### src/rtl/uart_rx_engine_pkg.sv
// Shared types for the UART receive path: FSM states, latched frame
// configuration, FIFO entry layout and small bit-level helpers.
package uart_rx_engine_pkg;

  typedef enum logic [2:0] {
    IDLE,
    START,
    DATA,
    PARITY,
    STOP,
    BRK_WAIT
  } rx_state_e;

  // One received character as stored in the receive FIFO.
  typedef struct packed {
    logic [7:0] data;
    logic       pe;
    logic       fe;
    logic       bi;
  } rx_entry_t;

  // Line settings captured at start detection and held for the frame.
  typedef struct packed {
    logic [3:0] len;
    logic       stop2;
    logic       par_en;
    logic       par_sel;
    logic       stick_par;
  } rx_cfg_t;

  // charl 00/01/10/11 selects 5/6/7/8 data bits.
  function automatic logic [3:0] charl_to_len(input logic [1:0] charl);
    return 4'd5 + {2'b00, charl};
  endfunction

  function automatic logic maj3(input logic a, input logic b, input logic c);
    return (a & b) | (a & c) | (b & c);
  endfunction

endpackage

### src/rtl/uart_rx_fifo.sv
// Receive FIFO, first-word-fall-through. The head reads as zero while empty.
// A push into a full FIFO is accepted only when a pop happens in the same cycle.
module uart_rx_fifo
  import uart_rx_engine_pkg::*;
#(
  parameter int  DEPTH   = 16,
  parameter type entry_t = rx_entry_t
) (
  input  logic                   clk,
  input  logic                   rst_n,
  input  logic                   push_i,
  input  entry_t                 push_data_i,
  input  logic                   pop_i,
  output entry_t                 head_o,
  output logic                   empty_o,
  output logic                   full_o,
  output logic [$clog2(DEPTH):0] count_o
);

  localparam int AW = $clog2(DEPTH);

  // One extra pointer bit tells full from empty; the low bits wrap modulo DEPTH.
  logic [AW:0] wr_ptr_q, wr_ptr_d;
  logic [AW:0] rd_ptr_q, rd_ptr_d;
  entry_t      mem_q [DEPTH];
  logic        do_push;
  logic        do_pop;

  assign count_o = wr_ptr_q - rd_ptr_q;
  assign empty_o = (count_o == '0);
  assign full_o  = (count_o == (AW + 1)'(DEPTH));
  assign do_pop  = pop_i && !empty_o;
  assign do_push = push_i && (!full_o || do_pop);
  assign head_o  = empty_o ? entry_t'('0) : mem_q[rd_ptr_q[AW-1:0]];

  // Pointer advance for accepted pushes and pops.
  always_comb begin
    wr_ptr_d = wr_ptr_q;
    rd_ptr_d = rd_ptr_q;
    if (do_push) wr_ptr_d = wr_ptr_q + 1'b1;
    if (do_pop)  rd_ptr_d = rd_ptr_q + 1'b1;
  end

  // Pointer registers; clearing them empties the FIFO.
  always_ff @(posedge clk or negedge rst_n) begin
    if (!rst_n) begin
      wr_ptr_q <= '0;
      rd_ptr_q <= '0;
    end else begin
      wr_ptr_q <= wr_ptr_d;
      rd_ptr_q <= rd_ptr_d;
    end
  end

  // Storage write.
  // NOTE: storage has no reset; empty pointers already hide stale words and the head mux forces zero.
  always_ff @(posedge clk) begin
    if (do_push) mem_q[wr_ptr_q[AW-1:0]] <= push_data_i;
  end

endmodule

### src/rtl/uart_rx_engine.sv
// UART receiver: synchronizes srx, oversamples on baud_tick, frames 5-8 data
// bits with optional parity, detects break and queues characters with their
// error flags into a FIFO with sticky overrun.
module uart_rx_engine
  import uart_rx_engine_pkg::*;
#(
  parameter int SAMPLE_CYCLES = 16,
  parameter int FIFO_DEPTH    = 16,
  parameter int MAJORITY      = 1
) (
  input  logic                        uart_clk,
  input  logic                        uart_rst_n,
  input  logic                        baud_tick,
  input  logic                        srx,
  input  logic [1:0]                  charl,
  input  logic                        stop_bits,
  input  logic                        par_en,
  input  logic                        par_sel,
  input  logic                        stick_par,
  input  logic                        rd_en,
  input  logic                        lsr_clr,
  output logic [7:0]                  rd_data,
  output logic                        rd_pe,
  output logic                        rd_fe,
  output logic                        rd_bi,
  output logic                        rcv_dr,
  output logic                        ovre,
  output logic [$clog2(FIFO_DEPTH):0] fifo_count,
  output logic                        rx_busy
);

  localparam int            CW       = $clog2(SAMPLE_CYCLES);
  localparam logic [CW-1:0] CNT_MID  = CW'(SAMPLE_CYCLES - 1);
  localparam logic [CW-1:0] CNT_HALF = CW'(SAMPLE_CYCLES / 2 - 1);

  logic            srx_meta_q, srx_sync_q;
  rx_state_e       state_q, state_d;
  logic [CW-1:0]   cnt_q, cnt_d;
  logic [1:0]      hist_q, hist_d;      // [0] = previous tick sample, [1] = the one before
  rx_cfg_t         cfg_q, cfg_d;
  logic [7:0]      data_q, data_d;
  logic [2:0]      widx_q, widx_d;
  logic [3:0]      nbits_q, nbits_d;
  logic            pend_data_q, pend_data_d;
  logic            pend_par_q, pend_par_d;
  logic            par_q, par_d;
  logic            ovre_q, ovre_d;

  logic            bit_val;
  logic            par_exp;
  logic            is_break;
  logic            push_req;
  rx_entry_t       push_entry;
  rx_entry_t       fifo_head;
  logic            fifo_full;
  logic            fifo_empty;

  // stop_bits is captured with the frame settings but never alters receive timing.
  logic            unused_stop2;
  assign unused_stop2 = cfg_q.stop2;

  // Two-flop synchronizer; resets low so a line held low needs a rising edge first.
  // NOTE: sequential state uses non-blocking assignments so every flop sees pre-edge values.
  always_ff @(posedge uart_clk or negedge uart_rst_n) begin
    if (!uart_rst_n) begin
      srx_meta_q <= 1'b0;
      srx_sync_q <= 1'b0;
    end else begin
      srx_meta_q <= srx;
      srx_sync_q <= srx_meta_q;
    end
  end

  // Bit decision, made on the tick after mid-bit: majority of mid-1/mid/mid+1 or mid alone.
  always_comb begin
    if (MAJORITY != 0) bit_val = maj3(hist_q[1], hist_q[0], srx_sync_q);
    else               bit_val = hist_q[0];
  end

  assign par_exp  = cfg_q.stick_par ? ~cfg_q.par_sel
                                    : (cfg_q.par_sel ? ^data_q : ~^data_q);
  assign is_break = (data_q == 8'h00) && !(cfg_q.par_en && par_q) && !srx_sync_q;

  // Frame FSM next-state and push generation; all movement happens on baud_tick.
  // NOTE: every combinational output gets a default first, so no path can infer a latch.
  always_comb begin
    state_d     = state_q;
    cnt_d       = cnt_q;
    hist_d      = hist_q;
    cfg_d       = cfg_q;
    data_d      = data_q;
    widx_d      = widx_q;
    nbits_d     = nbits_q;
    pend_data_d = pend_data_q;
    pend_par_d  = pend_par_q;
    par_d       = par_q;
    push_req    = 1'b0;
    push_entry  = '0;

    if (baud_tick) begin
      hist_d = {hist_q[0], srx_sync_q};

      // Resolve a bit whose mid sample was taken on the previous tick.
      if (pend_data_q) begin
        data_d[widx_q] = bit_val;
        widx_d         = widx_q + 3'd1;
        pend_data_d    = 1'b0;
      end
      if (pend_par_q) begin
        par_d      = bit_val;
        pend_par_d = 1'b0;
      end

      unique case (state_q)
        IDLE: begin
          if (hist_q[0] && !srx_sync_q) begin
            state_d = START;
            cnt_d   = '0;
            cfg_d   = '{len:       charl_to_len(charl),
                        stop2:     stop_bits,
                        par_en:    par_en,
                        par_sel:   par_sel,
                        stick_par: stick_par};
          end
        end
        START: begin
          if (cnt_q == CNT_HALF) begin
            cnt_d = '0;
            if (!srx_sync_q) begin
              state_d = DATA;
              data_d  = '0;
              widx_d  = '0;
              nbits_d = '0;
            end else begin
              state_d = IDLE;
            end
          end else begin
            cnt_d = cnt_q + 1'b1;
          end
        end
        DATA: begin
          if (cnt_q == CNT_MID) begin
            cnt_d       = '0;
            pend_data_d = 1'b1;
            nbits_d     = nbits_q + 4'd1;
            if (nbits_q == cfg_q.len - 4'd1) state_d = cfg_q.par_en ? PARITY : STOP;
          end else begin
            cnt_d = cnt_q + 1'b1;
          end
        end
        PARITY: begin
          if (cnt_q == CNT_MID) begin
            cnt_d      = '0;
            pend_par_d = 1'b1;
            state_d    = STOP;
          end else begin
            cnt_d = cnt_q + 1'b1;
          end
        end
        STOP: begin
          if (cnt_q == CNT_MID) begin
            cnt_d    = '0;
            push_req = 1'b1;
            if (is_break) begin
              push_entry.fe = 1'b1;
              push_entry.bi = 1'b1;
              state_d       = BRK_WAIT;
            end else begin
              push_entry.data = data_q;
              push_entry.pe   = cfg_q.par_en && (par_q != par_exp);
              push_entry.fe   = !srx_sync_q;
              state_d         = IDLE;
            end
          end else begin
            cnt_d = cnt_q + 1'b1;
          end
        end
        BRK_WAIT: begin
          if (srx_sync_q) state_d = IDLE;
        end
        default: state_d = IDLE;
      endcase
    end
  end

  // Frame FSM and datapath registers.
  always_ff @(posedge uart_clk or negedge uart_rst_n) begin
    if (!uart_rst_n) begin
      state_q     <= IDLE;
      cnt_q       <= '0;
      hist_q      <= '0;
      cfg_q       <= '0;
      data_q      <= '0;
      widx_q      <= '0;
      nbits_q     <= '0;
      pend_data_q <= 1'b0;
      pend_par_q  <= 1'b0;
      par_q       <= 1'b0;
    end else begin
      state_q     <= state_d;
      cnt_q       <= cnt_d;
      hist_q      <= hist_d;
      cfg_q       <= cfg_d;
      data_q      <= data_d;
      widx_q      <= widx_d;
      nbits_q     <= nbits_d;
      pend_data_q <= pend_data_d;
      pend_par_q  <= pend_par_d;
      par_q       <= par_d;
    end
  end

  // Sticky overrun: a new overrun wins over a simultaneous clear.
  always_comb begin
    ovre_d = ovre_q;
    if (lsr_clr) ovre_d = 1'b0;
    if (push_req && fifo_full && !rd_en) ovre_d = 1'b1;
  end

  // Overrun flag register.
  always_ff @(posedge uart_clk or negedge uart_rst_n) begin
    if (!uart_rst_n) ovre_q <= 1'b0;
    else             ovre_q <= ovre_d;
  end

  uart_rx_fifo #(
    .DEPTH   (FIFO_DEPTH),
    .entry_t (rx_entry_t)
  ) u_fifo (
    .clk         (uart_clk),
    .rst_n       (uart_rst_n),
    .push_i      (push_req),
    .push_data_i (push_entry),
    .pop_i       (rd_en),
    .head_o      (fifo_head),
    .empty_o     (fifo_empty),
    .full_o      (fifo_full),
    .count_o     (fifo_count)
  );

  assign rd_data = fifo_head.data;
  assign rd_pe   = fifo_head.pe;
  assign rd_fe   = fifo_head.fe;
  assign rd_bi   = fifo_head.bi;
  assign rcv_dr  = !fifo_empty;
  assign ovre    = ovre_q;
  assign rx_busy = (state_q != IDLE);

endmodule
### config.mk
export PLATFORM = sky130hd
export DESIGN_NAME = uart_rx_engine
export DESIGN_NICKNAME = d
export VERILOG_FILES = /design/src/rtl/uart_rx_engine_pkg.sv /design/src/rtl/uart_rx_fifo.sv /design/src/rtl/uart_rx_engine.sv
export SDC_FILE = /design/constraint.sdc
export NUM_CORES = 1
export LEC_CHECK = 0
export CAP_MARGIN = 20
export CORE_AREA = 5 5 126 188
export CTS_CLUSTER_DIAMETER = 50
export DETAILED_ROUTE_END_ITERATION = 7
export DIE_AREA = 0 0 131 193
export SLEW_MARGIN = 10
export SYNTH_ARGS = -nofsm -noshare
export SYNTH_HDL_FRONTEND = slang
export SYNTH_SLANG_ARGS = --single-unit
### constraint.sdc
create_clock -name uart_clk -period 3.55 [get_ports uart_clk]
set_input_delay 0.5325 -clock uart_clk [delete_from_list [all_inputs] [get_ports uart_clk]]
set_output_delay 0.5325 -clock uart_clk [all_outputs]
set_load 0.02 [all_outputs]
After elaboration in Yosys (flattened, before gate mapping). Memory sizes are Yosys's and may differ from the RTL's. Cells that the tools add are included. Widths: inputs -> output; s select.

Bits in writable memories: 176. Memories kept: 1. Word-level logic and storage cells: 132. Output and inout port bits: 19. Register bits after elaboration: 47.

Magnitude comparators: 2. $add $sub $neg: 8. Mux-type cells: 48. Reductions and logical operators: 31. Bitwise gates (word level): 6. Equality and inequality tests: 18.

Memories: u_fifo.mem_q (depth 16, width 11, read ports 1, clocked after memory_dff 0, write ports 1, RTL line uart_rx_fifo.sv:25) `entry_t mem_q [DEPTH];`.

Operators by type and width (number): $mux 11 (4); $mux 3 (13); $mux 8 (4); $mux 4 (6); $pmux 3 s6 (1); $ne 2x2->1 const B (8); $mux 1 (14); $pmux 4 s3 (1); $add 5x1->5 const B (2); $logic_and 1x1->1 (10); $mux 9 (1); $add 4x1->4 const B (2); $bwmux 8 (1); $logic_not 8->1 (1); $pmux 4 s2 (1); $reduce_and 8->1 (1); $reduce_xnor 8->1 (1); $reduce_xor 8->1 (1); $eq 3x2->1 const B (2); $eq 3x3->1 const B (2); $reduce_and 3->1 (2); $reduce_bool 3->1 (2); $eq 5x5->1 const B (1); $logic_not 1->1 (5); other kinds (23) (27).

Logic depth before layout (Yosys ltp). Gate-level depths: netlist of run 1.

Depth after elaboration: 9. Mapped depth: 10.

Modules after synthesis. Synthesis of run 1 repeated with hierarchy kept, for this count alone.

Cell total of the unflattened synthesis: 626. Area total of the unflattened synthesis: 9745.6 µm².

Modules (own cells, without submodules): uart_rx_fifo (sequential area each 5535.3 µm², cells an instance 388, area an instance 7569.8 µm², instances 1); uart_rx_engine (sequential area each 925.9 µm², cells an instance 238, area an instance 2175.8 µm², instances 1).

Worst setup path before layout of run 1. No wires, ideal clock.

Path kind: reg2reg. Start: reg u_fifo.wr_ptr_q[0]. End: mem u_fifo.mem_q[0][0] in the netlist's numbering (enable). Cell stages (with the launch flop): 9. Arrival: 3.560 ns. Clock period less this slack: 3.972 ns. Buffers on the path: 0. Setup slack: -0.422 ns. Cell sequence: dfrtp_1 inv_1 ha_1 fa_1 xnor2_1 nor2_1 mux2i_4 o31ai_4 nor4b_1.

Cells in the longest elaborated chain, start to end: 8. Elaborated cells on any way between the ends: 10.

RTL lines: start, declared (RTL line uart_rx_fifo.sv:23) `logic [AW:0] wr_ptr_q, wr_ptr_d;`; start signal, assigned (RTL line uart_rx_fifo.sv:50) `wr_ptr_q <= wr_ptr_d;`; $sub 5x5->5 (*) (RTL line uart_rx_fifo.sv:29) `assign count_o = wr_ptr_q - rd_ptr_q;`; via fifo_count[2] (RTL line uart_rx_engine.sv:28) `output logic [$clog2(FIFO_DEPTH):0] fifo_count,`; $logic_not 5->1 (RTL line uart_rx_fifo.sv:30) `assign empty_o = (count_o == '0);`; $logic_not 1->1 (RTL line uart_rx_fifo.sv:32) `assign do_pop = pop_i && !empty_o;`; $logic_and 1x1->1 (RTL line uart_rx_fifo.sv:32); $logic_or 1x1->1 (*) (RTL line uart_rx_fifo.sv:33) `assign do_push = push_i && (!full_o || do_pop);`; $logic_and 1x1->1 (*) (RTL line uart_rx_fifo.sv:33); $mux 1 (*) (RTL line uart_rx_fifo.sv:58) `if (do_push) mem_q[wr_ptr_q[AW-1:0]] <= push_data_i;`; $mux 1 (implied by the code) (*) (RTL line uart_rx_fifo.sv:58); end, declared (RTL line uart_rx_fifo.sv:25).

The timed path passes the listed nets; every way through them passes the cells marked *.

Final worst setup path of run 1.
Start: reg u_fifo.rd_ptr_q[0]. End: out rd_data[7].

Cells in the longest elaborated chain, start to end: 3. Elaborated cells on any way between the ends: 4.

RTL lines: start, declared (RTL line uart_rx_fifo.sv:24) `logic [AW:0] rd_ptr_q, rd_ptr_d;`; start signal, assigned (RTL line uart_rx_fifo.sv:51) `rd_ptr_q <= rd_ptr_d;`; $sub 5x5->5 (RTL line uart_rx_fifo.sv:29); $logic_not 5->1 (RTL line uart_rx_fifo.sv:30); $mux 11 (*) (RTL line uart_rx_fifo.sv:34) `assign head_o = empty_o ? entry_t'('0) : mem_q[rd_ptr_q[AW-1:0]];`; end, declared (RTL line uart_rx_engine.sv:22) `output logic [7:0] rd_data,`.

Mark *: on every way between the ends. The rest lies on a longest branch, timed or not.

==> flow_metrics.env, run 1 <==
export IMPL_antenna_cells=0
export IMPL_yosys_area_share_simple=0.07021
export IMPL_cts_root_buf="clkbuf_16"
export IMPL_clock_latency_ns=0.49
export IMPL_cts_tree="done"
export IMPL_fp_dieW_um=131
export IMPL_hp_class="reg2reg"
export IMPL_fmax_mhz=294.1
export IMPL_skew_ns=0.01211
export IMPL_yosysWarnings=0
export IMPL_pwr_share_seq=0.423
export IMPL_synth_edf_count=176
export IMPL_grt_max_degree=48
export IMPL_io_buffers=29
export IMPL_postRouteAntennaNets=0
export IMPL_setup_violations=0
export IMPL_synth_compound_gate_area_share=0.04208
export IMPL_synthXorXnorAreaFrac=0.02672
export IMPL_synth_async_reset_ratio=0.2108
export IMPL_avgSynthCellArea_um2=16.40
export IMPL_critPathArrivalTime_ns=2.87
export IMPL_min_period_over_period=0.9578
export IMPL_h_tree_depth=1
export IMPL_p_sw_frac=0.2828
export IMPL_antenna_found_initial=0
export IMPL_hold_slack_ns=0.3491
export IMPL_rr_startpoint="u_fifo.rd_ptr_q[0]"
export IMPL_pwr_share_clk=0.330
export IMPL_hpwl_um=13430
export IMPL_coreArea_um2=21960
export IMPL_fin_setup_tns_ns=0
export IMPL_synthTopCellsByArea="edfxtp_1, mux4_2, dfrtp_1"
export IMPL_worst_path_buf_inv=3
export IMPL_hold_viol=0
export IMPL_worstSetupPathType="reg2out"
export IMPL_layout_common_cells="edfxtp_1, mux4_2, nor2_1, dfrtp_1, buf_4"
export IMPL_postLayoutCoreUtil=0.5146
export IMPL_layout_commonest_cell="edfxtp_1"
export IMPL_cpMaxStageDelayCell="fa_2"
export IMPL_start_util=0.4414
export IMPL_synth_mux_area_frac=0.1416
export IMPL_num_vias=5299
export IMPL_fp_dieH_um=193
export IMPL_drv_slew=0
export IMPL_cts_sinks=223
export IMPL_r2r_slack_ns=0.24
export IMPL_drv_cap=0
export IMPL_cp_top_family="adder cells"
export IMPL_rr_endpoint="u_fifo.mem_q[13][1]"
export IMPL_syn_cell_area_um2=9694
export IMPL_worst_path_stages=9
export IMPL_gr_total_overflow=0
export IMPL_grt_pass1_wl_um=33040
export IMPL_drive_gt1_frac=0.2507
export IMPL_pin_count=31
export IMPL_synth_top_family_by_area="multiplexers"
export IMPL_grt_setup_unrepaired="false"
export IMPL_synthesis_nets=622
export IMPL_cts_made_buffers=20
export IMPL_synth_top_cell_by_area="edfxtp_1"
export IMPL_drt_first_pass_iters=4
export IMPL_hold_start="srx_meta_q"
export IMPL_vias_per_cell=5.555
export IMPL_p_int_mw=5.120
export IMPL_power_density_nw_per_um2=631.6
export IMPL_critPathMaxFanout=12
export IMPL_relSlewSlack=0.3231
export IMPL_path_cells="ha_2 -> fa_2 -> inv_1 -> nor4_4 -> mux2i_4 -> nor2_4 -> buf_12 -> nor2b_1 -> clkdlybuf4s15_1"
export IMPL_postRouteWirelength_um=20950
export IMPL_synth_top_area_share=0.5452
export IMPL_leakage_nw=3.926
export IMPL_combPwrFrac=0.247
export IMPL_synth_seq_cells=223
export IMPL_critPathMaxStageDelay_ns=0.58
export IMPL_min_to="srx_sync_q"
export IMPL_p_sw_mw=2.019
export IMPL_num_rows=67
export IMPL_wl_per_cell_um=21.96
export IMPL_yosys_area_share_adder=0.02633
export IMPL_fin_nets=695
export IMPL_gp_congestion=0.8290
export IMPL_tightestPinTransition_ns=1.012
export IMPL_synth_flop_cell="edfxtp_1"
export IMPL_grt_pass1_vias=5716
export IMPL_syn2layout_area_growth_pct=16.59
export IMPL_drc_errors=0
export IMPL_end_kind="output port"
export IMPL_min_period_ns=3.400
export IMPL_startpoint_type="register"
export IMPL_critPathRequiredTime_ns=3.02
export IMPL_track_usage=0.1748
export IMPL_hold_depth=0
export IMPL_synth_cell_types=57
export IMPL_initialDrtViolationCount=435
export IMPL_r2r_cells=10
export IMPL_status="completed"
export IMPL_vdd_drop_max_uv=466.3
export IMPL_syn_inst=591
export IMPL_cts_clk_slew_worst_paths_ns=0.07
export IMPL_yosysSeqAreaShare=0.6665
export IMPL_die_area_um2=25280
export IMPL_clockBufferDepth=3
==> power by group through the flow <==
stage,Clock [mW],Combinational (mW),Sequential (mW)
after floorplan,0,1.26,3.02
after detailed placement,0,1.74,3.07
after global routing,2.52,1.93,3.04
after CTS,2.40,1.82,3.02
final,2.36,1.76,3.02
after global placement,0,1.71,3.07
==> how the worst max path moves through the flow <==
| stage | from | to |
|---|---|---|
| 6_report | u_fifo.rd_ptr_q[0] | rd_data[7] |
| 5_1_grt | u_fifo.wr_ptr_q[0] | rd_data[7] |
| 3_3_place_gp | u_fifo.rd_ptr_q[0] | rd_data[3] |
| 4_1_cts | u_fifo.rd_ptr_q[0] | rd_bi |
| 2_1_floorplan | u_fifo.wr_ptr_q[0] | u_fifo.mem_q[8][0] |
| 3_5_place_dp | u_fifo.rd_ptr_q[0] | rd_fe |
==> Yosys cell counts, types with 3 or more instances <==
cell type	instances
edfxtp_1	176
mux4_2	55
dfrtp_1	47
nor2_1	47
nand2_1	29
inv_1	27
o21ai_0	21
xnor2_1	20
ha_1	18
nor2b_1	17
nand3_1	15
clkbuf_1	13
nor3_1	11
buf_2	8
a21oi_1	6
a22o_1	6
mux2_2	6
and3_1	5
buf_6	5
nand2b_1	5
xor2_1	5
mux2_1	3
o311ai_1	3
==> cell families after synthesis <==
family / count (synthesis)
mux: 66
flops: 223
compound gates: 59
fa+ha+maj: 20
simple gates: 140
buf+inv: 56
xor+xnor: 27
==> state kept, by name, summed over array words and instances, names as in the netlist <==
| name | cells |
|---|---|
| widx_q | 3 |
| u_fifo.wr_ptr_q | 5 |
| srx_meta_q | 1 |
| cfg_q | 7 |
| cnt_q | 4 |
| u_fifo.rd_ptr_q | 5 |
| hist_q | 2 |
| srx_sync_q | 1 |
| u_fifo.mem_q | 176 |
| ovre | 1 |
| nbits_q | 4 |
| pend_data_q | 1 |
| data_q | 8 |
| pend_par_q | 1 |
| state_q | 3 |
| par_q | 1 |
==> per-layer routing <==
layer  share of wire  track usage
met4           0.023      0.04553
met5               0            0
met1            0.38       0.2133
met2            0.56       0.3245
met3           0.040      0.02150
==> worst reg2reg max path, stage by stage, from the launching register on <==
cell and delay [ns]:
dfrtp_2 0.43, ha_2 0.22, fa_2 0.41, nand2b_1 0.19
a21oi_2 0.21, xor2_2 0.19, buf_4 0.16, o31ai_4 0.11
buf_4 0.19, nor2_1 0.59, buf_4 0.32
==> final cells by class <==
class | count | area, um2
tap | 276 | 345.3
multi-input combinational | 312 | 3019
fill | 1818 | 10660
timing repair buffer | 78 | 641.9
inverter | 29 | 108.9
sequential | 223 | 6464
clock buffer | 21 | 504.2
clock inverter | 15 | 219.0
==> per-stage QoR <==
stage,setup WS (ns),std cells,instance area [um2],power [mW]
5_1_grt,0.0003602,954,11300,7.488
2_1_floorplan,0.03463,591,9701,4.281
3_3_place_gp,0.1351,911,10530,4.778
4_1_cts,0.02898,951,11300,7.239
6_report,0.1499,954,11300,7.139
3_5_place_dp,0.04822,911,10530,4.814
==> what timing repair did <==
| action | 4_1_cts | 5_1_grt |
|---|---|---|
| hold endpoints to repair | 0 | 11 |
| setup buffers | 4 | 0 |
| pin swaps | 2 | 1 |
| gates resized for setup | 18 | 23 |
| setup endpoints to repair | 13 | 19 |
| hold buffers | 0 | 1 |
No activity file was read; power rests on OpenSTA's default activity.
==> run 2: changes to the inputs <==
ABC_AREA = 0   (was unset)
ABC_CLOCK_PERIOD_IN_PS = 3550   (was unset)
CORE_AREA = 5 5 146 218   (was 5 5 126 188)
DIE_AREA = 0 0 151 223   (was 0 0 131 193)
==> flow_metrics.env, run 2 (same netlist as run 1, synthesis figures left out) <==
export IMPL_status="completed"
export IMPL_drv_cap=0
export IMPL_antenna_cells=0
export IMPL_p_sw_frac=0.2891
export IMPL_tightestPinTransition_ns=0.9302
export IMPL_cp_top_family="adder cells"
export IMPL_num_rows=78
export IMPL_critPathRequiredTime_ns=3.02
export IMPL_critPathMaxStageDelay_ns=0.58
export IMPL_skew_ns=0.01681
export IMPL_min_period_ns=3.389
export IMPL_fin_setup_tns_ns=0
export IMPL_end_kind="output port"
export IMPL_cp_startpoint="u_fifo.rd_ptr_q[0]"
export IMPL_pwr_share_seq=0.431
export IMPL_layout_common_cells="edfxtp_1, mux4_2, nor2_1, dfrtp_1, buf_4"
export IMPL_cpMaxStageDelayCell="fa_2"
export IMPL_r2r_slack_ns=0.37
export IMPL_grt_max_degree=48
export IMPL_postRouteAntennaNets=0
export IMPL_die_area_um2=33670
export IMPL_p_int_mw=4.975
export IMPL_gp_congestion=0.7344
export IMPL_min_period_over_period=0.9547
export IMPL_clock_latency_ns=0.50
export IMPL_gr_total_overflow=0
export IMPL_drc_errors=0
export IMPL_fp_dieW_um=151
export IMPL_cts_made_buffers=23
export IMPL_grt_setup_unrepaired="false"
export IMPL_drt_first_pass_iters=4
export IMPL_num_vias=5119
export IMPL_power_density_nw_per_um2=609.8
export IMPL_coreArea_um2=29860
export IMPL_path_cells="ha_2 -> fa_2 -> inv_1 -> nor4_4 -> mux2i_4 -> nor2_4 -> buf_12 -> buf_12 -> nor2b_1 -> clkdlybuf4s15_2"
export IMPL_grt_pass1_wl_um=31670
export IMPL_postRouteWirelength_um=20080
export IMPL_drive_gt1_frac=0.2452
export IMPL_wl_per_cell_um=18.65
export IMPL_hp_class="reg2reg"
export IMPL_combPwrFrac=0.249
export IMPL_nFillCells=2812
export IMPL_hpwl_um=12740
export IMPL_cpMostUsedCell="buf_12"
export IMPL_vdd_drop_max_uv=330.7
export IMPL_cts_sinks=223
export IMPL_largest_register_ffs=176
export IMPL_fin_nets=693
export IMPL_fmax_mhz=295.0
export IMPL_layout_commonest_cell="edfxtp_1"
export IMPL_rr_endpoint="u_fifo.mem_q[4][9]"
export IMPL_setup_violations=0
export IMPL_r2r_cells=11
export IMPL_antenna_found_initial=0
export IMPL_leakage_nw=3.920
export IMPL_worst_path_buf_inv=4
export IMPL_startpoint_type="register"
export IMPL_postLayoutCoreUtil=0.3843
export IMPL_rr_startpoint="u_fifo.rd_ptr_q[0]"
export IMPL_syn2layout_area_growth_pct=18.39
export IMPL_grt_pass1_vias=5528
export IMPL_worst_path_stages=10
export IMPL_h_tree_depth=1
export IMPL_pin_count=31
export IMPL_fp_dieH_um=223
export IMPL_relSlewSlack=0.3776
export IMPL_critPathArrivalTime_ns=2.86
export IMPL_clockBufferDepth=3
export IMPL_critPathMaxFanout=8
export IMPL_vias_per_cell=4.753
export IMPL_initialDrtViolationCount=278
export IMPL_crit_path_end="rd_data[6]"
export IMPL_cts_root_buf="clkbuf_16"
export IMPL_drv_slew=0
export IMPL_seqCellArea_um2=6464
export IMPL_worstSetupPathType="reg2out"
export IMPL_start_util=0.3246
export IMPL_multi_input_area_um2=3039
export IMPL_pwr_share_clk=0.320
export IMPL_p_sw_mw=2.024
export IMPL_track_usage=0.1220
export IMPL_io_buffers=29
export IMPL_hold_viol=0
export IMPL_cts_clk_slew_worst_paths_ns=0.06
export IMPL_cts_tree="done"
[run 2: layout make-up]
| type | count | area share |
|---|---|---|
| clock inverters | 15 | 0.009702 |
| repair buffers | 73 | 0.05843 |
| multi-input cells | 312 | 0.2648 |
| well taps | 400 | 0.04361 |
| flip-flops and latches | 223 | 0.5632 |
| clock buffers | 25 | 0.05080 |
| inverters | 29 | 0.009484 |
[run 2: worst min-delay path by stage]
stage	startpoint	endpoint	slack [ns]	cells past startpoint
2_1_floorplan	uart_rst_n	cfg_q[0]	0.24	0
3_3_place_gp	srx_meta_q	srx_sync_q	0.33	0
3_5_place_dp	srx_meta_q	srx_sync_q	0.34	0
4_1_cts	uart_rst_n	cfg_q[5]	0.27	1
5_1_grt	srx_meta_q	srx_sync_q	0.35	0
6_report	srx_meta_q	srx_sync_q	0.35	0
[run 2: per-layer routing]
layer  routed length (um)  track usage  vias up
li1                     -            -     2405
met1                 7599       0.1405     2603
met2                11260       0.2343       86
met3                  837      0.01707       25
met4                  384      0.02840        0
met5                    0            0        -
[run 2: power by group through the flow]
stage               sequential [mW]  clock [mW]  combinational, mW
floorplan                      3.02           0               1.26
global placement               3.07           0               1.71
detailed placement             3.07           0               1.72
CTS                            3.02        2.30               1.76
global route                   3.04        2.40               1.92
finish                         3.02        2.24               1.74
[run 2: repair_timing]
action / in CTS / in global routing
setup endpoints to repair: 13 / 12
hold endpoints to repair: 0 / 12
hold buffers: 0 / 1
buffers inserted: 2 / 1
resized for setup: 34 / 9
pin swaps: 3 / 1
[run 2: stage by stage]
stage | total power [mW] | cell area (um2) | std cells | hold WS, ns | setup WS [ns]
after floorplan | 4.281 | 9701 | 591 | 0.2369 | 0.03463
after global placement | 4.783 | 10680 | 1032 | 0.3331 | 0.2419
after detailed placement | 4.794 | 10680 | 1032 | 0.3364 | 0.2199
after CTS | 7.071 | 11440 | 1074 | 0.2685 | 0.002421
after global routing | 7.353 | 11480 | 1077 | 0.3536 | 0.001140
final | 6.999 | 11480 | 1077 | 0.3474 | 0.1607
